File: config.mk
export PLATFORM = sky130hd
export DESIGN_NAME = seg7_scan_driver_flat
export DESIGN_NICKNAME = d
export VERILOG_FILES = /design/src/rtl/seg7_pkg.sv /design/src/rtl/seg7_scan_driver_if.sv /design/src/rtl/seg7_frame_buffer.sv /design/src/rtl/seg7_scan_driver.sv /design/src/flat_wrapper.sv
export SDC_FILE = /design/constraint.sdc
export NUM_CORES = 1
export LEC_CHECK = 0
export ABC_AREA = 1
export CAP_MARGIN = 25
export CORE_MARGIN = 5
export CORE_UTILIZATION = 37
export DETAILED_ROUTE_END_ITERATION = 6
export SYNTH_ARGS = -nofsm -noshare
export SYNTH_HDL_FRONTEND = slang
export SYNTH_SLANG_ARGS = --single-unit
File: constraint.sdc
create_clock -name clk -period 5.31 [get_ports clk]
set_input_delay 1.593 -clock clk [delete_from_list [all_inputs] [get_ports clk]]
set_output_delay 1.593 -clock clk [all_outputs]
set_load 0.005 [all_outputs]
File: src/rtl/seg7_pkg.sv
// seg7_pkg: shared constants, frame type and hex-to-segment decode for the scan driver.
package seg7_pkg;
  localparam int NUM_DIG = 8;
  localparam logic [7:0] SEG_BLANK = 8'hFF;
  localparam logic [7:0] CS_NONE = 8'hFF;
  typedef struct packed {
    logic [NUM_DIG-1:0][3:0] d;
    logic [7:0] dot;
    logic [7:0] en;
  } frame_t;
  // Active-low a..g patterns; dp is added separately by the caller.
  localparam logic [6:0] SEG_LUT [16] = '{
    7'h40, 7'h79, 7'h24, 7'h30, 7'h19, 7'h12, 7'h02, 7'h78,
    7'h00, 7'h10, 7'h08, 7'h03, 7'h46, 7'h21, 7'h06, 7'h0E
  };
  function automatic logic [6:0] seg7_hex(input logic [3:0] h);
    return SEG_LUT[h];
  endfunction
endpackage

File: src/rtl/seg7_scan_driver_if.sv
// seg7_scan_driver_if: frame load bus and display pins of the seven-segment scan driver.
interface seg7_scan_driver_if;
  logic load;
  logic [31:0] digits;
  logic [7:0] dots;
  logic [7:0] en;
  logic load_ack;
  logic frame_start;
  logic [7:0] cs;
  logic [7:0] o_dig_sel;
  modport master (output load, digits, dots, en, input load_ack, frame_start, cs, o_dig_sel);
  modport slave (input load, digits, dots, en, output load_ack, frame_start, cs, o_dig_sel);
endinterface

File: src/rtl/seg7_frame_buffer.sv
// seg7_frame_buffer: shadow/active double buffer committed only at the frame boundary.
module seg7_frame_buffer
  import seg7_pkg::*;
(
  input  logic   clk,
  input  logic   rst,
  input  logic   i_load,
  input  logic   i_commit,
  input  frame_t i_frame,
  output frame_t o_act,
  output logic   o_ack
);
  frame_t r_shadow, r_active;
  logic r_pend, r_ack;
  // A load in the commit cycle bypasses the shadow so it is not delayed a whole frame.
  assign o_act = !i_commit ? r_active : i_load ? i_frame : r_pend ? r_shadow : r_active;
  assign o_ack = r_ack;
  always_ff @(posedge clk or posedge rst) begin
    if (rst) begin
      r_shadow <= '0;
      r_active <= '0;
      r_pend <= 1'b0;
      r_ack <= 1'b0;
    end else begin
      if (i_load) r_shadow <= i_frame;
      r_active <= o_act;
      r_pend <= !i_commit && (i_load || r_pend);
      r_ack <= i_commit && (i_load || r_pend);
    end
  end
endmodule

File: src/rtl/seg7_scan_driver.sv
// seg7_scan_driver: time-multiplexed 8-digit seven-segment driver with per-slot blanking.
module seg7_scan_driver
  import seg7_pkg::*;
#(
  parameter int F_CLK = 50000000,
  parameter int F_SCAN = 1000,
  parameter int BLANK_CYCLES = 500
) (
  input logic clk,
  input logic rst,
  seg7_scan_driver_if.slave bus
);
  localparam int SLOT = F_CLK / F_SCAN;
  localparam int PW = $clog2(SLOT);
  logic [PW-1:0] r_pre, w_pre_nxt;
  logic [2:0] r_ptr, w_ptr_nxt;
  logic w_tick, w_wrap, w_blank, w_ack, r_fs;
  logic [6:0] w_seg;
  logic [7:0] w_lit, r_cs, r_seg;
  frame_t w_in, w_act;
  assign w_in = {bus.digits, bus.dots, bus.en};
  assign w_tick = r_pre == PW'(SLOT - 1);
  assign w_wrap = w_tick && r_ptr == 3'(NUM_DIG - 1);
  assign w_pre_nxt = w_tick ? '0 : r_pre + PW'(1);
  assign w_ptr_nxt = r_ptr + 3'(w_tick);
  seg7_frame_buffer u_fb (
    .clk(clk),
    .rst(rst),
    .i_load(bus.load),
    .i_commit(w_wrap),
    .i_frame(w_in),
    .o_act(w_act),
    .o_ack(w_ack)
  );
  // Outputs are decoded from next-state values so they line up with the slot they describe.
  assign w_blank = w_pre_nxt < PW'(BLANK_CYCLES);
  assign w_seg = seg7_hex(w_act.d[w_ptr_nxt]);
  assign w_lit = w_act.en[w_ptr_nxt] ? {~w_act.dot[w_ptr_nxt], w_seg} : SEG_BLANK;
  always_ff @(posedge clk or posedge rst) begin
    if (rst) begin
      r_pre <= '0;
      r_ptr <= '0;
      r_fs <= 1'b0;
      r_cs <= CS_NONE;
      r_seg <= SEG_BLANK;
    end else begin
      r_pre <= w_pre_nxt;
      r_ptr <= w_ptr_nxt;
      r_fs <= w_wrap;
      r_cs <= w_blank ? CS_NONE : ~(8'b1 << w_ptr_nxt);
      r_seg <= w_blank ? SEG_BLANK : w_lit;
    end
  end
  assign bus.cs = r_cs;
  assign bus.o_dig_sel = r_seg;
  assign bus.frame_start = r_fs;
  assign bus.load_ack = w_ack;
endmodule

File: src/flat_wrapper.sv
// flat-port wrapper written by rule: the top's interface ports become plain ports
module seg7_scan_driver_flat import seg7_pkg::*;
#(
  parameter int F_CLK = 50000000,
  parameter int F_SCAN = 1000,
  parameter int BLANK_CYCLES = 500
)
  (clk, rst, bus_load, bus_digits, bus_dots, bus_en, bus_load_ack, bus_frame_start, bus_cs, bus_o_dig_sel);
  seg7_scan_driver_if bus_i ();
  input logic clk;
  input logic rst;
  input wire logic [$bits(bus_i.load)-1:0] bus_load;
  input wire logic [$bits(bus_i.digits)-1:0] bus_digits;
  input wire logic [$bits(bus_i.dots)-1:0] bus_dots;
  input wire logic [$bits(bus_i.en)-1:0] bus_en;
  output wire logic [$bits(bus_i.load_ack)-1:0] bus_load_ack;
  output wire logic [$bits(bus_i.frame_start)-1:0] bus_frame_start;
  output wire logic [$bits(bus_i.cs)-1:0] bus_cs;
  output wire logic [$bits(bus_i.o_dig_sel)-1:0] bus_o_dig_sel;
  assign bus_i.load = bus_load;
  assign bus_i.digits = bus_digits;
  assign bus_i.dots = bus_dots;
  assign bus_i.en = bus_en;
  assign bus_load_ack = bus_i.load_ack;
  assign bus_frame_start = bus_i.frame_start;
  assign bus_cs = bus_i.cs;
  assign bus_o_dig_sel = bus_i.o_dig_sel;
  seg7_scan_driver #(.F_CLK(F_CLK), .F_SCAN(F_SCAN), .BLANK_CYCLES(BLANK_CYCLES)) u_core (.clk(clk), .rst(rst), .bus(bus_i));
endmodule
==> metrics.txt <==
CP required between 5 and 6 ns; die width roughly 150 um; GRT Overall Usage 17.4%; most numerous cell in the Yosys netlist nand2_1; Seq cells post-synth ~130; hpwl dp approximately 13000 um; Hold Startpoint u_core.u_fb.r_shadow[9]; post-synth top area share slightly above 40%; crit share post-route a little over 70%; hold slack around 0.46 ns; top cells by count, synth 403 x nand2_1, 125 x inv_1, 118 x dfrtp_1, 73 x nor2_1, 64 x nand3_1; DIE AREA between 20000 and 25000 sq um; switching share of power a little under a quarter; sequential cell area between 3000 and 4000 sq um; H-tree lvl count 4; clock share of power about half; Comb power frac between 6 and 7%; Pleak about 4.8 nW; clk root buf clkbuf_16; n_diodes 0; Relative slew margins a little over two fifths; Vias 6206; HP Class flip-flop to flip-flop; Clock Latency Late Sink 0.42 ns; TritonCTS Buffers 17; GR Overflow Total 0; Post CTS Setup Buffer Count 0; syn nets roughly 1.1k; sequential power share a little under half; fraction of registers with async set/reset 100%; Post-route DRC 0; EDFF count, synth 0; largest cells by area after synthesis dfrtp_1 41%, nand2_1 21%, inv_1 6.4%; IO Pins 69; count of different cell masters after synthesis 35; ys flop type dfrtp_1; FILL cells 1972; largest net degree at the start of global routing 70; Clock Skew just under 0.008 ns; Setup CP Type primary input to flip-flop; Vert. Die Dim 150 um; first-pass GRT wire length roughly 30000 um; clk buf depth 2; reg2reg start u_core.r_pre[0]; Worst-path clk slew around 0.06 ns; pre-CTS setup slack about 1.1 ns; Core ar. 19500 sq um; fin worst setup slack about 1.5 ns; total routed wirelength around 19000 um; post-CTS resize count 0; CP Max Fanout 38; max_cap viols 0; Total Nets Final around 1.1k; peak supply drop around 0.17 mV; GP Congestion 0.869; number of DRC markers in iteration 0 ~440; CTS tree built; Mapped Cells 1000; Slew @ Worst Pin between 0.8 and 0.9 ns; CTS Sinks ~130; vias in the first global route slightly above 6k; Pwr Density approximately 270 nW/um^2; sequential area share after synthesis a little under half; Setup TNS 0 ns; starting density of the core between 30% and 40%; Worst setup EP type flip-flop; Slew Limit Fails 0; Initial DRT Pass Iterations 4; post-route ant nets 0; row count between 50 and 60; area leader, netlist dfrtp_1; startpoint types primary input; Fmax achieved 266 MHz; footprint of the multi-input gates 3230 sq um; cell area after synthesis 7290 sq um; final setup fails 0; syn avg cell area between 7 and 8 sq um; RSZ-0062 raised after global routing no; hold_buf cts 0; Ys Warns 0; Area growth, synth to finish 20.2%; status completed; P_int ~1.8 mW; Crit. Startpoint bus_load; vias per cell 4.63; Final min period ~3.8 ns; routed wire length per instance between 10 and 15 um; initial antenna violation count 0; share of cells above drive strength 1 a little under 9%; I/O Buffers 68; switching power approximately 0.56 mW; WP data arrival 4.12 ns; final hold violation count 0
-- layout make-up --
cell class / count / area share (%)
well taps: 265 / 3.79
clock inverters: 11 / 1.14
multi-input cells: 700 / 36.9
inverters: 133 / 5.77
clock buffers: 21 / 5.37
repair buffers: 76 / 8.54
flip-flops and latches: 134 / 38.5
-- metrics by stage --
step | util (%) | std cells | total power [mW] | instance area, sq um
after CTS | 45.0 | 1340 | 2.40 | 8760
after global placement | 42.1 | 1308 | 1.25 | 8190
after floorplan | - | 1000 | 1.18 | 7290
final | 45.0 | 1340 | 2.37 | 8760
after global routing | 45.0 | 1340 | 2.47 | 8760
after detailed placement | 42.1 | 1308 | 1.25 | 8190
-- state kept, by name, indices dropped and copies added, names as in the netlist --
| name | flops |
|---|---|
| u_core.r_pre | 16 |
| u_core.u_fb.o_ack | 1 |
| u_core.bus.frame_start | 1 |
| u_core.u_fb.r_pend | 1 |
| u_core.bus.cs | 8 |
| u_core.u_fb.r_active | 48 |
| u_core.u_fb.r_shadow | 48 |
| u_core.r_ptr | 3 |
| u_core.bus.o_dig_sel | 8 |
-- power groups by stage --
stage          Combinational [mW]  Clock, mW  Sequential, mW
6_report                    0.157       1.14            1.07
3_3_place_gp                0.158          0            1.09
5_1_grt                     0.184       1.21            1.08
3_5_place_dp                0.161          0            1.09
2_1_floorplan              0.0965          0            1.09
4_1_cts                     0.161       1.16            1.07
-- per-layer routing --
layer	global-route usage [%]	part of all wire (%)	vias up	wire (um)
li1	-	-	3180	-
met1	23.0	47	2887	8650
met2	28.3	48	116	8890
met3	3.97	4.0	23	740
met4	5.44	1.4	0	265
met5	0	0	-	0
-- critical path, cell delays in order --
cell	delay, ns
buf_2	0.39
inv_2	0.41
buf_4	0.31
a21boi_0	0.22
nand3_1	0.12
nand3_1	0.14
nand2_1	0.07
nor2_1	0.08
nand2_1	0.05
nand2_1	0.16
ha_1	0.26
nand3_1	0.11
nor2_1	0.05
nor2_1	0.09
nand2_1	0.06
-- worst paths after layout --
| path | end | slack (ns) | depth (start not counted) |
|---|---|---|---|
| setup / recovery | u_core.bus.o_dig_sel[1] | 1.55 | 15 |
| hold / removal | u_core.u_fb.r_shadow[9] | 0.46 | 2 |
| setup reg to reg | u_core.bus.o_dig_sel[1] | 1.80 | 19 |
| hold reg to reg | u_core.u_fb.r_shadow[9] | 0.46 | 2 |
| max in group asynchronous | u_core.bus.cs[1] | 2.85 | 3 |
| min in group asynchronous | u_core.r_pre[1] | 1.64 | 2 |
-- kinds of logic after synthesis --
group | synth area share (%)
AOI/OAI and AO/OA | 7.42
xor gates and xnor gates | 0.721
adders and majority gates | 1.54
buffers and inverters | 9.42
DFF | 46.3
and+or+nand+nor | 34.6
-- cell usage in the layout (no fill, tap or decap), types with 3 or more instances in the layout --
cell / synthesis / routed
a21boi_0: 18 / 18
a21boi_1: 5 / 5
a21oi_1: 15 / 15
and2_1: 11 / 11
buf_4: 6 / 7
clkbuf_16: 0 / 17
clkbuf_8: 0 / 3
clkdlybuf4s50_1: 0 / 67
clkinv_2: 1 / 5
clkinv_4: 0 / 3
dfrtp_1: 118 / 118
dfstp_2: 16 / 16
ha_1: 9 / 9
inv_1: 125 / 124
inv_2: 6 / 6
nand2_1: 403 / 403
nand2_2: 5 / 5
nand2_4: 3 / 3
nand3_1: 64 / 64
nand3_2: 4 / 4
nand4_1: 10 / 10
nor2_1: 73 / 73
nor2_2: 9 / 9
nor2_4: 8 / 8
o21a_1: 6 / 6
o21ai_0: 37 / 37
o21ai_1: 6 / 6
xor2_1: 5 / 5
No activity file was read; power rests on OpenSTA's default activity.
